### config.mk
export PLATFORM = sky130hd
export DESIGN_NAME = tz_scan_ctrl
export DESIGN_NICKNAME = d
export VERILOG_FILES = /design/src/rtl/tz_scan_ctrl.sv
export SDC_FILE = /design/constraint.sdc
export NUM_CORES = 1
export LEC_CHECK = 0
export ABC_CLOCK_PERIOD_IN_PS = 7600
export CORE_ASPECT_RATIO = 1.2
export CORE_MARGIN = 8
export CORE_UTILIZATION = 50
export DETAILED_ROUTE_END_ITERATION = 6
export GPL_ROUTABILITY_DRIVEN = 0
export PLACE_DENSITY_LB_ADDON = 0.25
export SYNTH_ARGS = -nofsm -noshare
export SYNTH_HDL_FRONTEND = slang
export SYNTH_SLANG_ARGS = --single-unit
### constraint.sdc
create_clock -name clk -period 7.6 [get_ports clk]
set_input_delay 0.76 -clock clk [delete_from_list [all_inputs] [get_ports clk]]
set_output_delay 0.76 -clock clk [all_outputs]
set_load 0.005 [all_outputs]
### src/rtl/tz_scan_ctrl.sv
// tz_scan_ctrl: sequential trailing-zero counter for a 16-bit word, scanned one
// 4-bit nibble per cycle from the LSB end.
//
// Ports:
//   clk       in   sole clock, rising edge
//   rst_n     in   synchronous active-low reset
//   in_valid  in   in_data holds a word to scan
//   in_ready  out  high only in IDLE
//   in_data   in   [15:0] word to scan
//   out_valid out  high only in DONE
//   out_ready in   consumer takes the result (only looked at in DONE)
//   out_count out  [4:0] trailing-zero count, 0..16
//   out_zero  out  scanned word was 0x0000
//   busy      out  high in SCAN or DONE
//
// Build option: define TZ_SCAN_CTRL_EARLY_EXIT_EN to leave SCAN on the first
// nonzero nibble (1..4 cycle latency). Without it SCAN always takes 4 cycles.
module tz_scan_ctrl (
  input  logic        clk,
  input  logic        rst_n,
  input  logic        in_valid,
  output logic        in_ready,
  input  logic [15:0] in_data,
  output logic        out_valid,
  input  logic        out_ready,
  output logic [4:0]  out_count,
  output logic        out_zero,
  output logic        busy
);

  typedef enum logic [1:0] {StIdle, StScan, StDone} state_e;

  state_e      state_q, state_d;
  logic [1:0]  idx_q, idx_d;
  logic [15:0] word_q, word_d;
  logic [4:0]  count_q, count_d;
  logic        zero_q, zero_d;

  logic [3:0]  nib;
  logic [2:0]  nib_tz;
  logic [4:0]  nib_cnt;

  // Trailing zeros within one nibble, 4 when the nibble is zero.
  function automatic logic [2:0] calc_tz(input logic [3:0] n);
    if (n[0])      return 3'd0;
    else if (n[1]) return 3'd1;
    else if (n[2]) return 3'd2;
    else if (n[3]) return 3'd3;
    else           return 3'd4;
  endfunction

  assign nib     = word_q[{idx_q, 2'b00} +: 4];
  assign nib_tz  = calc_tz(nib);
  // At idx 3 with a zero nibble this yields 12 + 4 = 16, the all-zero count.
  assign nib_cnt = {1'b0, idx_q, 2'b00} + {2'b00, nib_tz};

`ifndef TZ_SCAN_CTRL_EARLY_EXIT_EN
  // Full-length scan: remember the first nonzero nibble's result until idx 3.
  logic       found_q, found_d;
  logic [4:0] pend_q, pend_d;
`endif

  always_comb begin
    state_d = state_q;
    idx_d   = idx_q;
    word_d  = word_q;
    count_d = count_q;
    zero_d  = zero_q;
`ifndef TZ_SCAN_CTRL_EARLY_EXIT_EN
    found_d = found_q;
    pend_d  = pend_q;
`endif
    unique case (state_q)
      StIdle: begin
        if (in_valid) begin
          word_d  = in_data;
          idx_d   = 2'd0;
          state_d = StScan;
`ifndef TZ_SCAN_CTRL_EARLY_EXIT_EN
          found_d = 1'b0;
          pend_d  = 5'd0;
`endif
        end
      end
      StScan: begin
`ifdef TZ_SCAN_CTRL_EARLY_EXIT_EN
        if (nib != 4'd0 || idx_q == 2'd3) begin
          count_d = nib_cnt;
          zero_d  = (nib == 4'd0);
          state_d = StDone;
        end else begin
          idx_d = idx_q + 2'd1;
        end
`else
        if (!found_q && nib != 4'd0) begin
          found_d = 1'b1;
          pend_d  = nib_cnt;
        end
        if (idx_q == 2'd3) begin
          count_d = found_q ? pend_q : nib_cnt;
          zero_d  = !found_q && (nib == 4'd0);
          state_d = StDone;
        end else begin
          idx_d = idx_q + 2'd1;
        end
`endif
      end
      StDone: begin
        if (out_ready) state_d = StIdle;
      end
      default: state_d = StIdle;
    endcase
  end

  always_ff @(posedge clk) begin
    if (!rst_n) begin
      state_q <= StIdle;
      idx_q   <= 2'd0;
      word_q  <= 16'd0;
      count_q <= 5'd0;
      zero_q  <= 1'b0;
`ifndef TZ_SCAN_CTRL_EARLY_EXIT_EN
      found_q <= 1'b0;
      pend_q  <= 5'd0;
`endif
    end else begin
      state_q <= state_d;
      idx_q   <= idx_d;
      word_q  <= word_d;
      count_q <= count_d;
      zero_q  <= zero_d;
`ifndef TZ_SCAN_CTRL_EARLY_EXIT_EN
      found_q <= found_d;
      pend_q  <= pend_d;
`endif
    end
  end

  assign in_ready  = (state_q == StIdle);
  assign out_valid = (state_q == StDone);
  assign busy      = (state_q == StScan) || (state_q == StDone);
  assign out_count = count_q;
  assign out_zero  = zero_q;

endmodule

Word level (Yosys, flattened, before mapping)
Cells that the tools add are included.
- bits in registers: 32
- input bits: 20
- output and inout bits: 9
- word-level logic and storage cells: 49
- add/subtract/negate cells: 2
- equality and inequality tests: 8
- shift operators: 1
- mux-type cells: 18
- reductions and logical operators: 13
- operators with widths (kind ; number):
    $shiftx 16x5->4 ; 1
    $mux 5 ; 3
    $mux 3 ; 4
    $mux 2 ; 5
    $pmux 5 s2 ; 1
    $reduce_and 3->1 ; 3
    $ne 2x2->1 const B ; 4
    $pmux 2 s3 ; 1
    $add 4x3->5 ; 1
    $eq 2x2->1 const B ; 2
    $logic_not 4->1 ; 1
    $pmux 2 s2 ; 1
    $reduce_and 2->1 ; 2
    $reduce_bool 4->1 ; 1
    $add 2x1->2 const B ; 1
    $eq 2x1->1 const B ; 1
    $logic_and 1x1->1 ; 2
    $logic_not 2->1 ; 1
    $mux 1 ; 2
    $ne 2x1->1 const B ; 1
    $pmux 1 s2 ; 1
    $reduce_bool 2->1 ; 1
    $logic_not 1->1 ; 1
    $logic_or 1x1->1 ; 1

Depth between registers and ports, before layout
- depth in word-level cells: 8
- depth in mapped cells: 10
- depth with buffers taken out: 8

Least setup slack after synthesis
Ideal clock, no wire load.
- kind: register to register
- from: register idx_q[1]
- to: register count_q[3], in the netlist out_count[3]
- setup time: 0.116 ns
- arrival: 2.399 ns
- required time: 7.484 ns
- path slack: 5.085 ns
- stages on the path, launching flop included: 10
- buffers on the path: 1
- clock period less this slack: 2.515 ns
- path through: dfxtp_1 > mux4_2 > or4_4 > buf_6 > inv_2 > ha_1 > ha_1 > mux2i_1 > nand2_1 > o211a_1
- word-level cells in the longest chain between the ends: 7
- elaborated cells on any way between the ends: 9
- classes of those cells: add/sub (1); eq/ne (1); shift (1); mux (5); reduce/logical (1)
- RTL lines (what ; line ; source):
    from (decl) ; 34 ; logic [1:0] idx_q, idx_d;
    from (signal assigned) ; 128 ; idx_q <= idx_d;
    $shiftx 16x5->4 ; 52 ; assign nib = word_q[{idx_q, 2'b00} +: 4];
    $mux 3 ; 48 ; else if (n[3]) return 3'd3;
    $mux 3 ; 47 ; else if (n[2]) return 3'd2;
    $mux 3 ; 46 ; else if (n[1]) return 3'd1;
    $mux 3 ; 45 ; if (n[0]) return 3'd0;
    $add 4x3->5 ; 55 ; assign nib_cnt = {1'b0, idx_q, 2'b00} + {2'b00, nib_tz};
    $mux 5 ; 100 ; count_d = found_q ? pend_q : nib_cnt;
    to (signal assigned) ; 130 ; count_q <= count_d;
    to (decl) ; 36 ; logic [4:0] count_q, count_d;
Parallel ways exist; a longest one is shown, timed or not.
A chain may end at the register's enable or synchronous reset.

Worst setup path after layout
Ends and elaborated chain as after synthesis.

==> metrics.md <==
| Metric | Value |
|---|---|
| Status | `finished, final reports clean` |
| Worst hold stages | `2` |
| Main synth FF type | `dfxtp_1` |
| Seq pwr share | `between 30% and 40%` |
| Final Instance Area | `a little under 2000 um2` |
| Die X | `a little under 70 um` |
| CP startpoint kind | `register` |
| Slew @ Worst Pin | `between 0.9 and 1 ns` |
| Crit. End Element | `register` |
| Initial Utilization | `between 50 and 60%` |
| Final Setup Violations | `0` |
| Grt total ovfl | `0` |
| CTS root buffer | `clkbuf_4` |
| Unrepaired setup endpoints after global routing | `no` |
| Area taken by multi-input logic gates | `around 860 um2` |
| Max-slew headroom | `38.6%` |
| Logic pwr share | `approximately two fifths` |
| Setup Skew | `~0.0040 ns` |
| Final worst path period share | `about 36%` |
| Antenna violations before repair | `0` |
| EDFF count, synth | `0` |
| Maximum vdd ir drop | `0.238 mV` |
| CTS tree | `done` |
| Core area | `~3100 um2` |
| Core Util, Final | `between 60% and 70%` |
| Synth unique cells | `35` |
| Seq/Total Area, Yosys | `about two fifths` |
| Vias in the first global route | `~1400` |
| CP most frequent cell | `ha_1` |
| Top cells by area, synth | `dfxtp_1 (40%), a21boi_1 (9.5%), nand2_1 (9.2%)` |
| Antenna diode count | `0` |
| Num CTS Buffers | `5` |
| Instance area at placement | `~1900 um2` |
| Pins Over Slew Limit | `0` |
| Post-Syn Instances | `175` |
| DRC | `0` |
| Synth warnings | `0` |
| Vias | `1305` |
| Mapped Area | `roughly 1600 um2` |
| First-pass GRT wire length | `approximately 6000 um` |
| Critical path type | `register to register` |
| Clk pwr share | `between 20% and 30%` |
| Sw power | `between 150 and 200 uW` |
| Fill count | `294` |
| Biggest area consumer among synthesized cells | `dfxtp_1` |
| Post-CTS resize count | `0` |
| Detail Placement HPWL | `between 2000 and 3000 um` |
| Antenna-violating nets left | `0` |
| Worst path slowest cell | `or4_4` |
| Synthesized flop and latch total | `32` |
| CP max stage delay | `between 0.6 and 0.7 ns` |
| Placed cell count | `around 230` |
| Vias per cell | `~5.6` |
| Row Count | `22` |
| CTS Hold Buffers Added | `0` |
| Max Buffers Root-to-Sink | `2` |
| CTS H-Tree Depth | `2` |
| Syn Nets | `just over 200` |
| Port Buf Inserts | `28` |
| Achievable Freq | `0.370 GHz` |
| Int Pwr | `~350 uW` |
| Final wirelength | `roughly 3400 um` |
| Proportion of netlist area held by the largest area contributor | `40.4%` |
| Layout cells sized above 1 | `8.04%` |
| Clock sink total | `32` |
| # IOs | `29` |
| Critical-path maximum fanout | `8` |
| Power Dens Cells | `282 nW/um2` |
| Post-Route Setup TNS | `0 ns` |
| Worst path cell trace | `mux4_2, or4_4, inv_2, ha_1, ha_1, mux2i_1, nand2_1, o211a_1` |
| Net Sw Frac | `~35%` |
| FFs w/ async S/R, synth | `0%` |
| DRT Pass-1 Iters | `4` |
| Final Hold Viols | `0` |
| Fin cells | `235` |
| Nets | `225` |
| Die H | `77.7 um` |
| FF-to-FF path depth | `8` |
| Min Tclk post-route | `~2.7 ns` |
| CP required | `7.82 ns` |
| Clock-pin slew on the worst setup and hold paths | `around 0.090 ns` |
| FF/Latch Area | `roughly 640 um2` |
| Skew-Pair Late Insertion Delay | `about 0.32 ns` |
| Max Cap Viol | `0` |
| Wirelength per Cell | `roughly 15 um` |
| Violation count after the first detailed-route iteration | `a little under 100` |
| Die ar. | `about 5200 um2` |
| Synthesis-to-finish area growth | `21.5%` |
| Largest net degree at the start of global routing | `33` |
| Leakage | `between 0.0007 and 0.0008 uW` |
| Total Routing Usage GR | `approximately 14%` |
| Post-CTS Setup Inserts | `0` |
| Syn Area/Cell | `roughly 9.1 um2` |
| Power Total | `545 uW` |
| Critical path arrival | `approximately 2.9 ns` |
| HP Class | `register to register` |
## layer usage
metal  vias to the layer above  track usage [%]  part of all wire [%]
li1                        659                -                     -
met1                       610             16.2                    43
met2                        32             24.3                    50
met3                         4             4.02                   5.7
met4                         0             6.29                   1.1
met5                         -                0                     0
## flip-flops by register name, summed over array words and instances (netlist names)
signal,cells
out_count,5
idx_q,2
out_zero,1
state_q,2
word_q,16
found_q,1
pend_q,5
## path summary, 6_finish.rpt
path | start | to | slack [ns]
worst max-delay path | idx_q[1] | out_count[3] | 4.89
worst min-delay path | word_q[4] | word_q[4] | 0.46
worst max register to register | idx_q[1] | out_count[3] | 4.89
worst min register to register | word_q[4] | word_q[4] | 0.46
## cell usage in the layout (no fill, tap or decap), types with 2 or more instances in the layout
cell type        instances
a21boi_1                20
a21oi_1                  8
and2_1                   3
clkbuf_4                 5
clkdlybuf4s50_1         28
dfxtp_1                 32
ha_1                     7
inv_1                    5
mux2i_1                  6
mux4_2                   4
nand2_1                 39
nand2b_1                 3
nand4_1                  3
nor2_1                   2
nor2b_1                  3
o211a_1                  3
o21a_1                   2
o21ai_0                  5
o221ai_1                 3
## cell usage after synthesis, types with 3 or more instances
cell type / number
o21ai_0: 5
nand4_1: 3
nand2b_1: 3
mux4_2: 4
dfxtp_1: 32
nor2b_1: 3
a21oi_1: 8
clkbuf_1: 9
o221ai_1: 3
inv_1: 5
a21boi_1: 20
nand2_1: 39
mux2i_1: 6
ha_1: 7
o211a_1: 3
and2_1: 3
## logic make-up after synthesis
family,count (synthesis),share of synthesized area (%)
flip-flops,32,40.4
multiplexers,10,9.46
adder cells (fa/ha/maj),7,5.52
AND/OR/NAND/NOR,61,18.1
buffers and inverters,18,5.20
AO/OA/AOI/OAI,47,21.4
## worst max-delay path, delay by kind of cell, from the launching register on
family / cells / cell delay, ns
buffers and inverters: 1 / 0.11
adder cells (fa/ha/maj): 2 / 0.41
flip-flops: 1 / 0.53
multiplexers: 2 / 0.72
AND/OR/NAND/NOR: 2 / 0.69
AO/OA/AOI/OAI: 1 / 0.14
## per-stage QoR
stage,worst slack [ns],hold slack [ns]
CTS,4.90,0.462
detailed placement,4.91,0.448
global route,4.74,0.482
global placement,5.03,0.447
finish,4.89,0.459
floorplan,5.08,0.432
## final cells by class
type | instances | share of cell area [%]
clock buffers | 6 | 2.14
well taps | 36 | 2.34
clock inverters | 2 | 1.82
multi-input cells | 125 | 44.8
flip-flops and latches | 32 | 33.2
inverters | 6 | 1.17
repair buffers | 28 | 14.5
## power groups by stage
| stage | clock, uW | sequential (uW) | combinational, uW |
|---|---|---|---|
| 2_1_floorplan | 0 | 204 | 163 |
| 3_3_place_gp | 0 | 214 | 197 |
| 3_5_place_dp | 0 | 215 | 211 |
| 4_1_cts | 128 | 211 | 211 |
| 5_1_grt | 139 | 214 | 230 |
| 6_report | 124 | 211 | 210 |
Note: power is estimated with default switching activity, not from simulation.
